File: config.mk
export PLATFORM = sky130hd
export DESIGN_NAME = uart
export DESIGN_NICKNAME = d
export VERILOG_FILES = /design/src/rtl/uart.sv
export SDC_FILE = /design/constraint.sdc
export NUM_CORES = 1
export LEC_CHECK = 0
export ABC_AREA = 1
export CAP_MARGIN = 15
export CORE_MARGIN = 5
export CORE_UTILIZATION = 57
export CTS_CLUSTER_SIZE = 12
export DETAILED_ROUTE_END_ITERATION = 8
export PLACE_DENSITY = 0.89
export SKIP_CTS_REPAIR_TIMING = 1
export SYNTH_ARGS = -nofsm -noshare
export SYNTH_HDL_FRONTEND = slang
export SYNTH_SLANG_ARGS = --single-unit
File: constraint.sdc
create_clock -name clk -period 1.7 [get_ports clk]
set_input_delay 0.255 -clock clk [delete_from_list [all_inputs] [get_ports clk]]
set_output_delay 0.255 -clock clk [all_outputs]
set_load 0.05 [all_outputs]
File: src/rtl/uart.sv
// uart: 8N1 serial receiver, two-flop rx synchronizer, mid-bit sampling.
// Define UART_FRAME_ERR_EN to add the frame_err output (bad stop bit pulse).
`timescale 1ns/100ps

// state     | meaning
// ----------+---------------------------------------------------------
// IDLE      | line idle, waiting for rx_s low
// START     | counting to the middle of the start bit to reject glitches
// DATA      | sampling 8 data bits, LSB first, one per bit period
// STOP      | sampling the stop bit; high publishes the byte
// WAIT_IDLE | bad stop bit or break; wait for the line to return high
module uart #(
    parameter int unsigned CLK_PER_BIT = 435
) (
    input  logic       clk,
    input  logic       rst,
    input  logic       rx,
    output logic [7:0] data,
    output logic       valid
`ifdef UART_FRAME_ERR_EN
    ,
    output logic       frame_err
`endif
);

    localparam int unsigned TW = $clog2(CLK_PER_BIT);
    localparam logic [TW-1:0] HALF = TW'((CLK_PER_BIT - 1) / 2);
    localparam logic [TW-1:0] LAST = TW'(CLK_PER_BIT - 1);

    typedef enum logic [2:0] {IDLE, START, DATA, STOP, WAIT_IDLE} state_t;

    state_t          state, state_nx;
    logic            rx_m, rx_s;
    logic [TW-1:0]   timer;
    logic [2:0]      index;
    logic [7:0]      shift;
    logic            tmr_clr, bit_smp, byte_ok;
`ifdef UART_FRAME_ERR_EN
    logic            frm_bad;
`endif

    always_ff @(posedge clk) begin
        if (rst) state <= IDLE;
        else     state <= state_nx;
    end

    always_comb begin
        state_nx = state;
        tmr_clr  = 1'b0;
        bit_smp  = 1'b0;
        byte_ok  = 1'b0;
`ifdef UART_FRAME_ERR_EN
        frm_bad  = 1'b0;
`endif
        case (state)
            IDLE: begin
                tmr_clr = 1'b1;
                if (!rx_s) state_nx = START;
            end
            START: begin
                // a start bit that is high again at its midpoint was a glitch
                if (timer == HALF) begin
                    tmr_clr  = 1'b1;
                    state_nx = rx_s ? IDLE : DATA;
                end
            end
            DATA: begin
                if (timer == LAST) begin
                    tmr_clr = 1'b1;
                    bit_smp = 1'b1;
                    if (index == 3'd7) state_nx = STOP;
                end
            end
            STOP: begin
                if (timer == LAST) begin
                    tmr_clr = 1'b1;
                    if (rx_s) begin
                        byte_ok  = 1'b1;
                        state_nx = IDLE;
                    end else begin
`ifdef UART_FRAME_ERR_EN
                        frm_bad  = 1'b1;
`endif
                        state_nx = WAIT_IDLE;
                    end
                end
            end
            WAIT_IDLE: begin
                tmr_clr = 1'b1;
                if (rx_s) state_nx = IDLE;
            end
            default: begin
                tmr_clr  = 1'b1;
                state_nx = IDLE;
            end
        endcase
    end

    always_ff @(posedge clk) begin
        if (rst) begin
            rx_m  <= 1'b1;
            rx_s  <= 1'b1;
            timer <= '0;
            index <= '0;
            shift <= '0;
            data  <= 8'h00;
            valid <= 1'b0;
        end else begin
            rx_m  <= rx;
            rx_s  <= rx_m;
            timer <= tmr_clr ? '0 : timer + TW'(1);
            if (state == IDLE) begin
                index <= '0;
            end else if (bit_smp) begin
                shift[index] <= rx_s;
                index        <= index + 3'd1;
            end
            valid <= byte_ok;
            if (byte_ok) data <= shift;
        end
    end

`ifdef UART_FRAME_ERR_EN
    always_ff @(posedge clk) begin
        if (rst) frame_err <= 1'b0;
        else     frame_err <= frm_bad;
    end
`endif

endmodule

==> results of run 1 <==
[path summary, 6_finish.rpt]
kind	end	slack, ns	cells past startpoint
max	timer[3]	0.21	9
min reg2reg	rx_s	0.42	1
min	rx_s	0.42	1
max reg2reg	timer[3]	0.21	9
[registers in the layout, indices dropped and copies added (netlist names)]
name	flops
data	8
timer	9
valid	1
state	3
shift	8
index	3
rx_s	1
rx_m	1
[cell usage in the layout (no fill, tap or decap), types with 2 or more instances in the layout]
cell             netlist  final
nand2_1               48     48
nor2_1                38     38
dfxtp_1               34     34
inv_1                 26     26
nand3_1               12     12
a21oi_1               10     10
buf_4                  0     10
o21ai_1                6      6
nand2_2                5      5
ha_1                   5      5
clkbuf_4               0      5
inv_2                  4      4
xor2_1                 4      4
nand4_1                3      3
o21ai_0                3      3
nor3_1                 3      3
nor2_4                 2      2
nor2_8                 2      2
o21ai_2                2      2
a21oi_2                2      2
or2_2                  2      2
clkdlybuf4s50_1        0      2
[critical path: cells and delay by family, from the launching register on]
family,cells,cell delay (ns)
flip-flops,1,0.40
adder cells (fa/ha/maj),1,0.19
AND/OR/NAND/NOR,7,0.77
buffers and inverters,1,0.06
[kinds of logic (layout without fill, tap and decap cells)]
group,count (synthesis),in the layout,share of synthesized area
adder cells (fa/ha/maj),5,5,0.0383
AND/OR/NAND/NOR,119,119,0.345
buffers and inverters,34,51,0.0982
AO/OA/AOI/OAI,23,23,0.0798
flip-flops,34,34,0.417
XOR/XNOR,4,4,0.0215
[power by group through the flow]
stage          registers [mW]  logic (mW)  clock network (mW)
2_1_floorplan           0.904       0.395                   0
3_3_place_gp            0.914       0.464                   0
3_5_place_dp            0.914       0.476                   0
4_1_cts                 0.896       0.479               0.472
5_1_grt                 0.907       0.546               0.518
6_report                0.896       0.475               0.467
[layer usage]
layer  part of all wire  routed length [um]  global-route usage
met3              0.054                 148              0.0604
met2               0.44                1190               0.228
met4              0.022                  60              0.0701
met1               0.49                1330               0.193
met5                  0                   0                   0
[synth_stat cells (all sizes together), types with 2 or more instances]
cell type | number | area share
nand3 | 13 | 0.043
nand4 | 3 | 0.012
dfxtp | 34 | 0.42
xor2 | 4 | 0.021
nor3 | 3 | 0.0092
ha | 5 | 0.038
nor2 | 43 | 0.13
o21ai | 11 | 0.038
buf | 4 | 0.029
or2 | 2 | 0.0077
nand2 | 54 | 0.14
a21oi | 12 | 0.041
inv | 30 | 0.069
[layout make-up]
cell class                      instances  area, sq um  area share
Clock buffer                            7         55.1      0.0306
Timing Repair Buffer                   13          115      0.0640
Tap cell                               31         38.8      0.0216
Inverter                               30          113      0.0626
Sequential cell                        34          681       0.379
Clock inverter                          1         5.00     0.00278
Multi-Input combinational cell        151          791       0.440
[per-stage QoR]
step / total power, mW / utilization / worst slack (ns)
floorplan: 1.30 / - / 0.350
global placement: 1.38 / 0.630 / 0.276
detailed placement: 1.39 / 0.630 / 0.225
CTS: 1.85 / 0.652 / 0.201
global route: 1.97 / 0.652 / 0.0613
finish: 1.84 / 0.652 / 0.210
==> results.md, run 1 <==
- Pleak: 0.863 nW
- Clock Power Share: 0.254
- Hold Crit Start: rx_m
- Site row count: 19
- CTS buffer count: 5
- Max Buffers Root-to-Sink: 2
- Io pins: 12
- Setup crit start: timer[0]
- CP required: 1.97 ns
- Final instance area: between 1500 and 2000 sq um
- WS Path Type: flop to flop
- Worst slew margin: 0.822
- Nets@finish: 243
- Largest net degree at the start of global routing: 17
- Final period util: 0.877
- GRT Util Overall: 0.153
- Post-synth EDFFs: 0
- Port bufs: 11
- Initial antenna violation count: 0
- Mapped Area: 1630 sq um
- Capturing element type of the critical path: flop
- Ant diodes: 0
- Status: complete, no violations
- Reg2reg start: timer[0]
- Min cycle time layout: between 1 and 1.5 ns
- Switching share of total power: 0.347
- Synth Instances: about 220
- Routed len/inst: 10.2 um
- Drt drc: 0
- Worst Clk Skew: 0.0140 ns
- Synth Flop Type: dfxtp_1
- Synth Net Count: roughly 230
- Post-Syn Area per Cell: 7.45 sq um
- Hold_ws: 0.418 ns
- RSZ-0062 raised after global routing: no
- Seq pwr share: 0.488
- Max IR drop VDD: 0.963 mV
- Layout cells sized above 1: 0.174
- Grt total ovfl: 0
- Sequential fraction of the synthesis area: 0.417
- Gpl congestion: 0.865
- CTS tree: done
- Starting density of the core: 0.592
- Synth warn: 0
- Die Ht: between 60 and 70 um
- # H-tree levels: 2
- Drt pass-1 iters: 4
- Worst path arrival time: 1.76 ns
- Kind of start point of the critical path: flop
- Worst hold-check path type: flop to flop
- Synth cell types: 26
- Vias in the first global route: ~1200
- Clock Sinks: 34
- Root buf cell: clkbuf_4
- Initial DRC count: between 40 and 50
- Final cell count without fillers: 267
- Setup Viol. Count Final: 0
- Synth-to-Final Area Change: 10.2%
- Post-DRT Antenna Nets: 0
- Max cap viols: 0
- Core Box Area: 2760 sq um
- Slew Viols, Final: 0
- Max frequency: 671 MHz
- Register bit total from synthesis: 34
- Power share of the combinational group: 0.258
- Worst-path fanout max: 9
- Die Wd: ~64 um
- Sw power: 0.638 mW
- Post-place instance area: between 1500 and 2000 sq um
- Vias/cell: 4.92
- DR vias: ~1300
- Tightest Pin Transition: 0.266 ns
- Die area: 4030 sq um
- Placed insts: 259
- Internal power: ~1.2 mW
- Pwr/cell area: 1020 nW/um^2
- Worst-Skew Late Latency: roughly 0.35 ns
- Setup TNS: 0 ns
- CP max stage cell: dfxtp_1
- Post-Route WL: 2730 um
- Crit-path max cell delay: 0.40 ns
- Fillers: 232
- Final hold vios: 0
- First-pass GRT wire length: 4910 um
- Crit-path cells: inv_1 > ha_1 > nand2_1 > nor2_4 > nand2_4 > nand2_2 > nand2_1 > nand2_2 > nor3b_2
- CTS clock-pin slew for the worst setup and hold paths: about 0.090 ns
- Post-synth ARST share: 0
- Post-DP HPWL: slightly above 2000 um
(Power assumes the default switching activity.)
==> run 2: changes to the inputs <==
CAP_MARGIN = 25   (was 15)
==> results of run 2 <==
The final DEF is identical to that of run 1; final timing and power are the same.
==> run 3: changes to the inputs <==
PLACE_DENSITY = default   (was 0.89)
PLACE_DENSITY_LB_ADDON = 0.12   (was default)
SLEW_MARGIN = 30   (was default)
==> results.md, run 3 (synthesized netlist as in run 1, its figures left out) <==
- Post-place instance area: 1730 sq um
- Tightest Pin Transition: 0.270 ns
- Nets@finish: 243
- Clock Sinks: 34
- Post-DP HPWL: 2110 um
- Root buf cell: clkbuf_4
- Port bufs: 11
- Site row count: 19
- Vias in the first global route: approximately 1300
- Io pins: 12
- Reg-to-reg slack, setup: between 0.15 and 0.2 ns
- Final period util: 0.892
- Core Box Area: 2760 sq um
- Capturing element type of the critical path: flop
- Power share of the combinational group: 0.243
- Post-place setup slack: 0.189 ns
- Worst Clk Skew: 0.00785 ns
- CTS tree: done
- Hold Crit Endpoint: rx_s
- Internal power: 1.31 mW
- Ant diodes: 0
- Worst Setup Slack, final: 0.184 ns
- Initial antenna violation count: 0
- Register-to-Register Path Depth: 9
- Max cap viols: 0
- Reg2reg start: timer[0]
- Final instance area: 1800 sq um
- Sw power: 0.627 mW
- Initial DRC count: 68
- Final cell count without fillers: 267
- Layout cells sized above 1: 0.169
- R2R Path End: timer[3]
- CTS buffer count: 5
- Seq pwr share: 0.464
- Hold_ws: 0.422 ns
- First-pass GRT wire length: ~5300 um
- Placed insts: ~260
- Max reg flops: 9
- Die Ht: about 64 um
- Vias/cell: 5.00
- Commonest non-fill, non-tap cell in the layout: nand2_1
- Largest net degree at the start of global routing: 17
- Post-Route WL: 2870 um
- Synth-to-Final Area Change: 10.4%
- WHS Path Cells: 1
- Worst-Skew Late Latency: about 0.33 ns
- Drt pass-1 iters: 4
- Switching share of total power: 0.324
- Die area: 4030 sq um
- Routed len/inst: 10.7 um
- Pwr/cell area: around 1100 nW/um^2
- Setup Viol. Count Final: 0
- WS Path Type: flop to flop
- Worst path arrival time: between 1.5 and 2 ns
- Kind of start point of the critical path: flop
- Biggest regs: timer x9, data x8, shift x8
- Gpl congestion: roughly 0.9
- Worst hold-check path type: flop to flop
- Final hold vios: 0
- Grt total ovfl: 0
- Largest Register: timer
- # H-tree levels: 2
- Most frequent cells in the layout: 48 x nand2_1, 38 x nor2_1, 34 x dfxtp_1
- Max frequency: 660 MHz
- Pleak: 0.862 nW
- Post-DRT Antenna Nets: 0
- RSZ-0062 raised after global routing: no
- Worst slew margin: 0.819
- Status: complete, no violations
- Min cycle time layout: 1.52 ns
- Clock Power Share: 0.293
- Starting density of the core: 0.592
- Worst-path fanout max: 9
- GRT Util Overall: 0.163
- Setup TNS: 0 ns
- CP required: between 1.5 and 2 ns
- Die Wd: 63.5 um
- DR vias: 1336
- Slew Viols, Final: 0
- Max IR drop VDD: 0.842 mV
- Drt drc: 0
- CTS clock-pin slew for the worst setup and hold paths: 0.10 ns
- Max Buffers Root-to-Sink: 2
- Hold Crit Start: rx_m
run 3: worst max-delay path, stage by stage (launching register included):
cell and delay (ns):
dfxtp_1 0.41, inv_1 0.06, ha_1 0.20, nand2_1 0.11, nor2_4 0.06, nand2_4 0.14, nand2_2 0.09, nand2_1 0.09
nand2_2 0.13, nor3b_2 0.18
run 3: layer usage:
| layer | GRT usage | up-vias | wire, um |
|---|---|---|---|
| met5 | 0 | - | 0 |
| met3 | 0.0551 | 7 | 114 |
| met2 | 0.260 | 16 | 1330 |
| met4 | 0.0753 | 0 | 54 |
| li1 | - | 711 | - |
| met1 | 0.197 | 602 | 1370 |
run 3: final cells by class:
type,instances,area [sq um]
clock buffer,7,45.0
timing repair buffer,13,103
clock inverter,1,30.0
inverter,30,113
multi-input combinational,151,791
tap,31,38.8
fill,263,957
sequential,34,681
run 3: how the worst max path moves through the flow:
stage	from	depth (start not counted)	endpoint	slack (ns)
2_1_floorplan	timer[0]	9	timer[3]	0.35
3_3_place_gp	rst	5	data[7]	0.27
3_5_place_dp	timer[0]	9	timer[3]	0.19
4_1_cts	timer[0]	9	timer[3]	0.15
5_1_grt	timer[0]	9	timer[3]	0.0009
6_report	timer[0]	9	timer[3]	0.18
run 3: per-stage QoR:
step | total power, mW | util
6_report | 1.94 | 0.653
5_1_grt | 2.10 | 0.653
4_1_cts | 1.96 | 0.653
3_5_place_dp | 1.38 | 0.626
3_3_place_gp | 1.37 | 0.626
2_1_floorplan | 1.30 | -
run 3: power by group through the flow:
stage               Combinational (mW)  Clock (mW)  Sequential [mW]
floorplan                        0.395           0            0.904
global placement                 0.455           0            0.911
detailed placement               0.466           0            0.915
CTS                              0.471       0.590            0.896
global route                     0.558       0.633            0.906
finish                           0.470       0.567            0.898
